--- config.mk ---
export PLATFORM = sky130hd
export DESIGN_NAME = uart_rx_os
export DESIGN_NICKNAME = d
export VERILOG_FILES = /design/src/rtl/uart_rx_os.sv
export SDC_FILE = /design/constraint.sdc
export NUM_CORES = 1
export LEC_CHECK = 0
export CAP_MARGIN = 15
export CORE_MARGIN = 2
export CORE_UTILIZATION = 58
export DETAILED_ROUTE_END_ITERATION = 8
export GPL_TIMING_DRIVEN = 0
export HOLD_SLACK_MARGIN = 0.06
export PLACE_DENSITY = 0.87
export SLEW_MARGIN = 20
export SYNTH_ARGS = -nofsm -noshare
export SYNTH_HDL_FRONTEND = slang
export SYNTH_SLANG_ARGS = --single-unit
--- constraint.sdc ---
create_clock -name clk -period 3.3 [get_ports clk]
set_input_delay 0.66 -clock clk [delete_from_list [all_inputs] [get_ports clk]]
set_output_delay 0.66 -clock clk [all_outputs]
set_load 0.01 [all_outputs]
--- src/rtl/uart_rx_os.sv ---
// Oversampling 8N1 UART receiver with valid/ready byte output and error pulses.
// Define UART_RX_PARITY_EN to add an even-parity bit between the data bits and the stop bit.
module uart_rx_os #(
    parameter int CLK_DIV = 16
) (
    input  logic       clk,
    input  logic       rst,
    input  logic       rxd,
    output logic [7:0] data,
    output logic       valid,
    input  logic       ready,
    output logic       frame_err,
    output logic       par_err,
    output logic       overrun
);
    localparam int CW = $clog2(CLK_DIV);
    localparam logic [CW-1:0] HALF_LAST = CW'(CLK_DIV / 2 - 1);
    localparam logic [CW-1:0] BIT_LAST  = CW'(CLK_DIV - 1);

`ifdef UART_RX_PARITY_EN
    typedef enum logic [2:0] {IDLE, START, DATA, PARITY, STOP} state_t;
`else
    typedef enum logic [2:0] {IDLE, START, DATA, STOP} state_t;
`endif

    state_t        state_reg, state_next;
    logic [CW-1:0] cnt_reg, cnt_next;
    logic [2:0]    idx_reg, idx_next;
    logic [7:0]    shift_reg, shift_next;
    logic          rxd_meta, rxd_s, rxd_s_d;
    logic          good_byte, stop_bad, par_bad;

    // Two-flop synchronizer plus one delay stage for falling-edge detection.
    always_ff @(posedge clk or posedge rst) begin
        if (rst) begin
            rxd_meta <= 1'b1;
            rxd_s    <= 1'b1;
            rxd_s_d  <= 1'b1;
        end else begin
            rxd_meta <= rxd;
            rxd_s    <= rxd_meta;
            rxd_s_d  <= rxd_s;
        end
    end

`ifdef UART_RX_PARITY_EN
    logic par_bit_reg, par_bit_next;
    logic par_mismatch;
    assign par_mismatch = ^{shift_reg, par_bit_reg};
`endif

    always_ff @(posedge clk or posedge rst) begin
        if (rst) begin
            state_reg   <= IDLE;
            cnt_reg     <= '0;
            idx_reg     <= '0;
            shift_reg   <= '0;
`ifdef UART_RX_PARITY_EN
            par_bit_reg <= 1'b0;
`endif
        end else begin
            state_reg   <= state_next;
            cnt_reg     <= cnt_next;
            idx_reg     <= idx_next;
            shift_reg   <= shift_next;
`ifdef UART_RX_PARITY_EN
            par_bit_reg <= par_bit_next;
`endif
        end
    end

    always_comb begin
        state_next   = state_reg;
        cnt_next     = cnt_reg + 1'b1;
        idx_next     = idx_reg;
        shift_next   = shift_reg;
        good_byte    = 1'b0;
        stop_bad     = 1'b0;
        par_bad      = 1'b0;
`ifdef UART_RX_PARITY_EN
        par_bit_next = par_bit_reg;
`endif
        case (state_reg)
            IDLE: begin
                // Only a true edge starts a frame; a line held low stays locked out.
                cnt_next = '0;
                if (rxd_s_d && !rxd_s)
                    state_next = START;
            end
            START: begin
                if (cnt_reg == HALF_LAST) begin
                    cnt_next   = '0;
                    idx_next   = '0;
                    state_next = rxd_s ? IDLE : DATA;
                end
            end
            DATA: begin
                if (cnt_reg == BIT_LAST) begin
                    cnt_next            = '0;
                    shift_next[idx_reg] = rxd_s;
                    idx_next            = idx_reg + 3'd1;
                    if (idx_reg == 3'd7) begin
`ifdef UART_RX_PARITY_EN
                        state_next = PARITY;
`else
                        state_next = STOP;
`endif
                    end
                end
            end
`ifdef UART_RX_PARITY_EN
            PARITY: begin
                if (cnt_reg == BIT_LAST) begin
                    cnt_next     = '0;
                    par_bit_next = rxd_s;
                    state_next   = STOP;
                end
            end
`endif
            STOP: begin
                if (cnt_reg == BIT_LAST) begin
                    cnt_next   = '0;
                    state_next = IDLE;
                    if (!rxd_s)
                        stop_bad = 1'b1;
`ifdef UART_RX_PARITY_EN
                    else if (par_mismatch)
                        par_bad = 1'b1;
`endif
                    else
                        good_byte = 1'b1;
                end
            end
            default: state_next = IDLE;
        endcase
    end

    // Output register: a delivery in the same cycle as a consume keeps valid high.
    always_ff @(posedge clk or posedge rst) begin
        if (rst) begin
            data      <= '0;
            valid     <= 1'b0;
            frame_err <= 1'b0;
            overrun   <= 1'b0;
        end else begin
            frame_err <= stop_bad;
            overrun   <= good_byte && valid && !ready;
            if (good_byte && (!valid || ready)) begin
                data  <= shift_reg;
                valid <= 1'b1;
            end else if (ready) begin
                valid <= 1'b0;
            end
        end
    end

`ifdef UART_RX_PARITY_EN
    always_ff @(posedge clk or posedge rst) begin
        if (rst)
            par_err <= 1'b0;
        else
            par_err <= par_bad;
    end
`else
    assign par_err = 1'b0;
    logic unused_par;
    assign unused_par = par_bad;
`endif

endmodule

==> results.sh <==
export IMPL_fin_nets=147
export IMPL_synthSimpleGateAreaFrac=0.2019
export IMPL_initial_core_util=0.6293
export IMPL_synth_top_family_by_area="simple AND/OR/NAND/NOR gates"
export IMPL_tightest_slew_ns=0.6236
export IMPL_pwr_density_cell_mw_per_mm2=555.7
export IMPL_synth_edf_count=0
export IMPL_whs_path_depth=0
export IMPL_vias=986
export IMPL_clkTransAtPathRegs_ns=0.09
export IMPL_synth_area_per_cell_um2=11.92
export IMPL_synth_top_cells_by_area="dfrtp_1 49%, mux2_2 12%, dfstp_2 5.6%, ha_1 2.6%, nor2_1 2.6%"
export IMPL_clk_latency_ns=0.32
export IMPL_place_hpwl_um=1758
export IMPL_post_cts_buffers=0
export IMPL_coreArea_mm2=0.002255
export IMPL_syn_to_final_growth_pct=17.20
export IMPL_clock_root_buffer="clkbuf_4"
export IMPL_clockBufferDepth=2
export IMPL_leakage_nw=0.7519
export IMPL_p_clk_frac=0.262
export IMPL_clkSinkCount=31
export IMPL_peakVddDrop_uv=493.0
export IMPL_ys_ff_latch=31
export IMPL_arrival_ns=2.24
export IMPL_yosysTopAreaCell="dfrtp_1"
export IMPL_relSlewSlack=0.5825
export IMPL_skew_ns=0.007078
export IMPL_wire_per_inst_um=14.90
export IMPL_synthAdderAreaFrac=0.02646
export IMPL_hold_end="rxd_s"
export IMPL_synth_area_mm2=0.001419
export IMPL_drt_first_pass_iters=4
export IMPL_setup_violations=0
export IMPL_maxCapViolCount=0
export IMPL_cts_tree="done"
export IMPL_ys_seq_area_frac=0.5494
export IMPL_p_switching_uw=292.7
export IMPL_cts_made_buffers=5
export IMPL_critPathMaxStageDelay_ns=0.55
export IMPL_synthMuxAreaShare=0.1190
export IMPL_hold_start="rxd_meta"
export IMPL_regToRegStartpoint="cnt_reg[0]"
export IMPL_ys_warn_count=0
export IMPL_synth_xor_area_frac=0.006173
export IMPL_first_global_vias=979
export IMPL_p_int_uw=631.5
export IMPL_grt_use_total=0.2130
export IMPL_layout_drive_gt1_share=0.2553
export IMPL_ff2ff_setup_slack_ns=1.39
export IMPL_synthDistinctLibCells=40
export IMPL_drtIter0Drc=19
export IMPL_grt_max_degree=32
export IMPL_status="completed"
export IMPL_synthArstFlopShare=1.000
export IMPL_diodes=0
export IMPL_startpoint_type="input pin"
export IMPL_antenna_left=0
export IMPL_switching_share=0.3167
export IMPL_synth_ff_type="dfrtp_1"
export IMPL_drc=0
export IMPL_cts_hold_buf=0
export IMPL_r2r_end="data[2]"
export IMPL_antenna_found_initial=0
export IMPL_fmax_mhz=492.2
export IMPL_die_y_um=53.46
export IMPL_ff2ff_path_depth=5
export IMPL_path_max_fanout=8
export IMPL_worst_path_max_delay_cell="nor4b_4"
export IMPL_grt_pass1_wl_um=4119
export IMPL_hp_class="reg -> reg"
export IMPL_viasPerCell=5.834
export IMPL_synth_top_area_frac=0.4938
export IMPL_critPathCaptureType="register"
export IMPL_num_rows=17
export IMPL_slew_violations=0
export IMPL_p_total_uw=924.1
export IMPL_grt_overflow_total=0
export IMPL_routed_wl_um=2518
export IMPL_power_frac_seq=0.487
export IMPL_path_cells="clkdlybuf4s50_1 -> nand2b_1 -> nor4b_4 -> mux2_2"
export IMPL_post_route_period_util=0.6157
export IMPL_path_class="in -> reg"
export IMPL_synthesis_nets=126
export IMPL_cts_resized=0
export IMPL_synth_compound_area_frac=0.05996
export IMPL_crit_required_ns=3.51
export IMPL_die_area_mm2=0.002858
export IMPL_port_buffer_count=14
export IMPL_hold_violations=0
export IMPL_finalSetupTns_ns=0
export IMPL_cts_htree_levels=2
export IMPL_dieWidth_um=53.46
export IMPL_io_pins=16
export IMPL_period_needed_ns=2.032
export IMPL_routabilityCongestion=0.7687
export IMPL_rsz0062_at_grt="no"
export IMPL_p_comb_frac=0.251
export IMPL_fin_util=0.7375
export IMPL_syn_inst=119
per-layer routing:
metal	share of wire	wire length [um]	track usage	vias to the layer above
met3	0.058	146	0.09040	6
li1	-	-	-	466
met1	0.42	1061	0.2366	480
met2	0.50	1265	0.3374	34
met4	0.018	45	0.1239	0
met5	0	0	0	-
placed cells by master, fill, tap and decap left out, types with 2 or more instances in the layout:
| cell type | count |
|---|---|
| ha_1 | 3 |
| nor2_1 | 10 |
| clkbuf_4 | 5 |
| o32ai_1 | 2 |
| dfstp_2 | 3 |
| o21ai_0 | 2 |
| a31oi_1 | 2 |
| clkbuf_1 | 4 |
| clkdlybuf4s50_1 | 14 |
| nand3_1 | 6 |
| nand2b_1 | 2 |
| nor3_1 | 3 |
| a21oi_1 | 3 |
| buf_4 | 2 |
| nand2_1 | 3 |
| nor3b_1 | 2 |
| nor2b_1 | 3 |
| buf_2 | 3 |
| nand4b_1 | 2 |
| clkbuf_8 | 2 |
| dfrtp_1 | 28 |
| mux2_2 | 15 |
final cells by class:
| cell class | count | area (um2) |
|---|---|---|
| plain buffers | 8 | 41.29 |
| clock buffers | 8 | 68.82 |
| fillers | 172 | 591.8 |
| inverters | 2 | 7.507 |
| multi-input cells | 78 | 590.6 |
| flip-flops and latches | 31 | 779.5 |
| well taps | 28 | 35.03 |
| repair buffers | 14 | 140.1 |
critical path, delay by kind of cell:
kind / cells / cell delay [ns]
buf+inv: 1 / 0.45
mux: 1 / 0.42
simple gates: 2 / 0.71
cells in the mapped netlist (all sizes together), types with 2 or more instances:
library cell / count
dfrtp: 28
mux2: 15
nor2: 10
nand3: 7
buf: 5
nand2: 4
a21oi: 3
clkbuf: 3
dfstp: 3
ha: 3
nor2b: 3
nor3: 3
a31oi: 2
inv: 2
nand2b: 2
nand4b: 2
nor3b: 2
nor4b: 2
o21ai: 2
o32ai: 2
worst max-delay path by stage:
| stage | endpoint | start | slack (ns) |
|---|---|---|---|
| after CTS | data[2] | ready | 1.24 |
| after floorplan | data[0] | ready | 1.63 |
| after global routing | data[2] | ready | 1.23 |
| after global placement | data[2] | ready | 1.00 |
| final | data[2] | ready | 1.27 |
| after detailed placement | data[2] | ready | 0.91 |
logic make-up (layout without fill, tap and decap cells):
family / after synthesis / in the layout
multiplexers: 15 / 15
adder cells (fa/ha/maj): 3 / 3
flip-flops: 31 / 31
other: 1 / 1
AND/OR/NAND/NOR: 45 / 45
XOR/XNOR: 1 / 1
buffers and inverters: 10 / 32
AO/OA/AOI/OAI: 13 / 13
power groups by stage:
| stage | combinational, mW | sequential (mW) | clock (mW) |
|---|---|---|---|
| final | 0.232 | 0.450 | 0.242 |
| after floorplan | 0.182 | 0.447 | 0 |
| after global placement | 0.216 | 0.453 | 0 |
| after global routing | 0.264 | 0.454 | 0.268 |
| after CTS | 0.232 | 0.449 | 0.246 |
| after detailed placement | 0.229 | 0.456 | 0 |
through the flow:
step	hold WS, ns	std cells	setup slack, ns	instance area (um2)
final	0.3590	169	1.268	1663
after global routing	0.3674	169	1.227	1663
after CTS	0.3617	169	1.239	1663
after detailed placement	0.3491	161	0.9055	1594
after global placement	0.3475	161	1.003	1594
after floorplan	0.3452	119	1.626	1419
No activity file was read; power rests on OpenSTA's default activity.
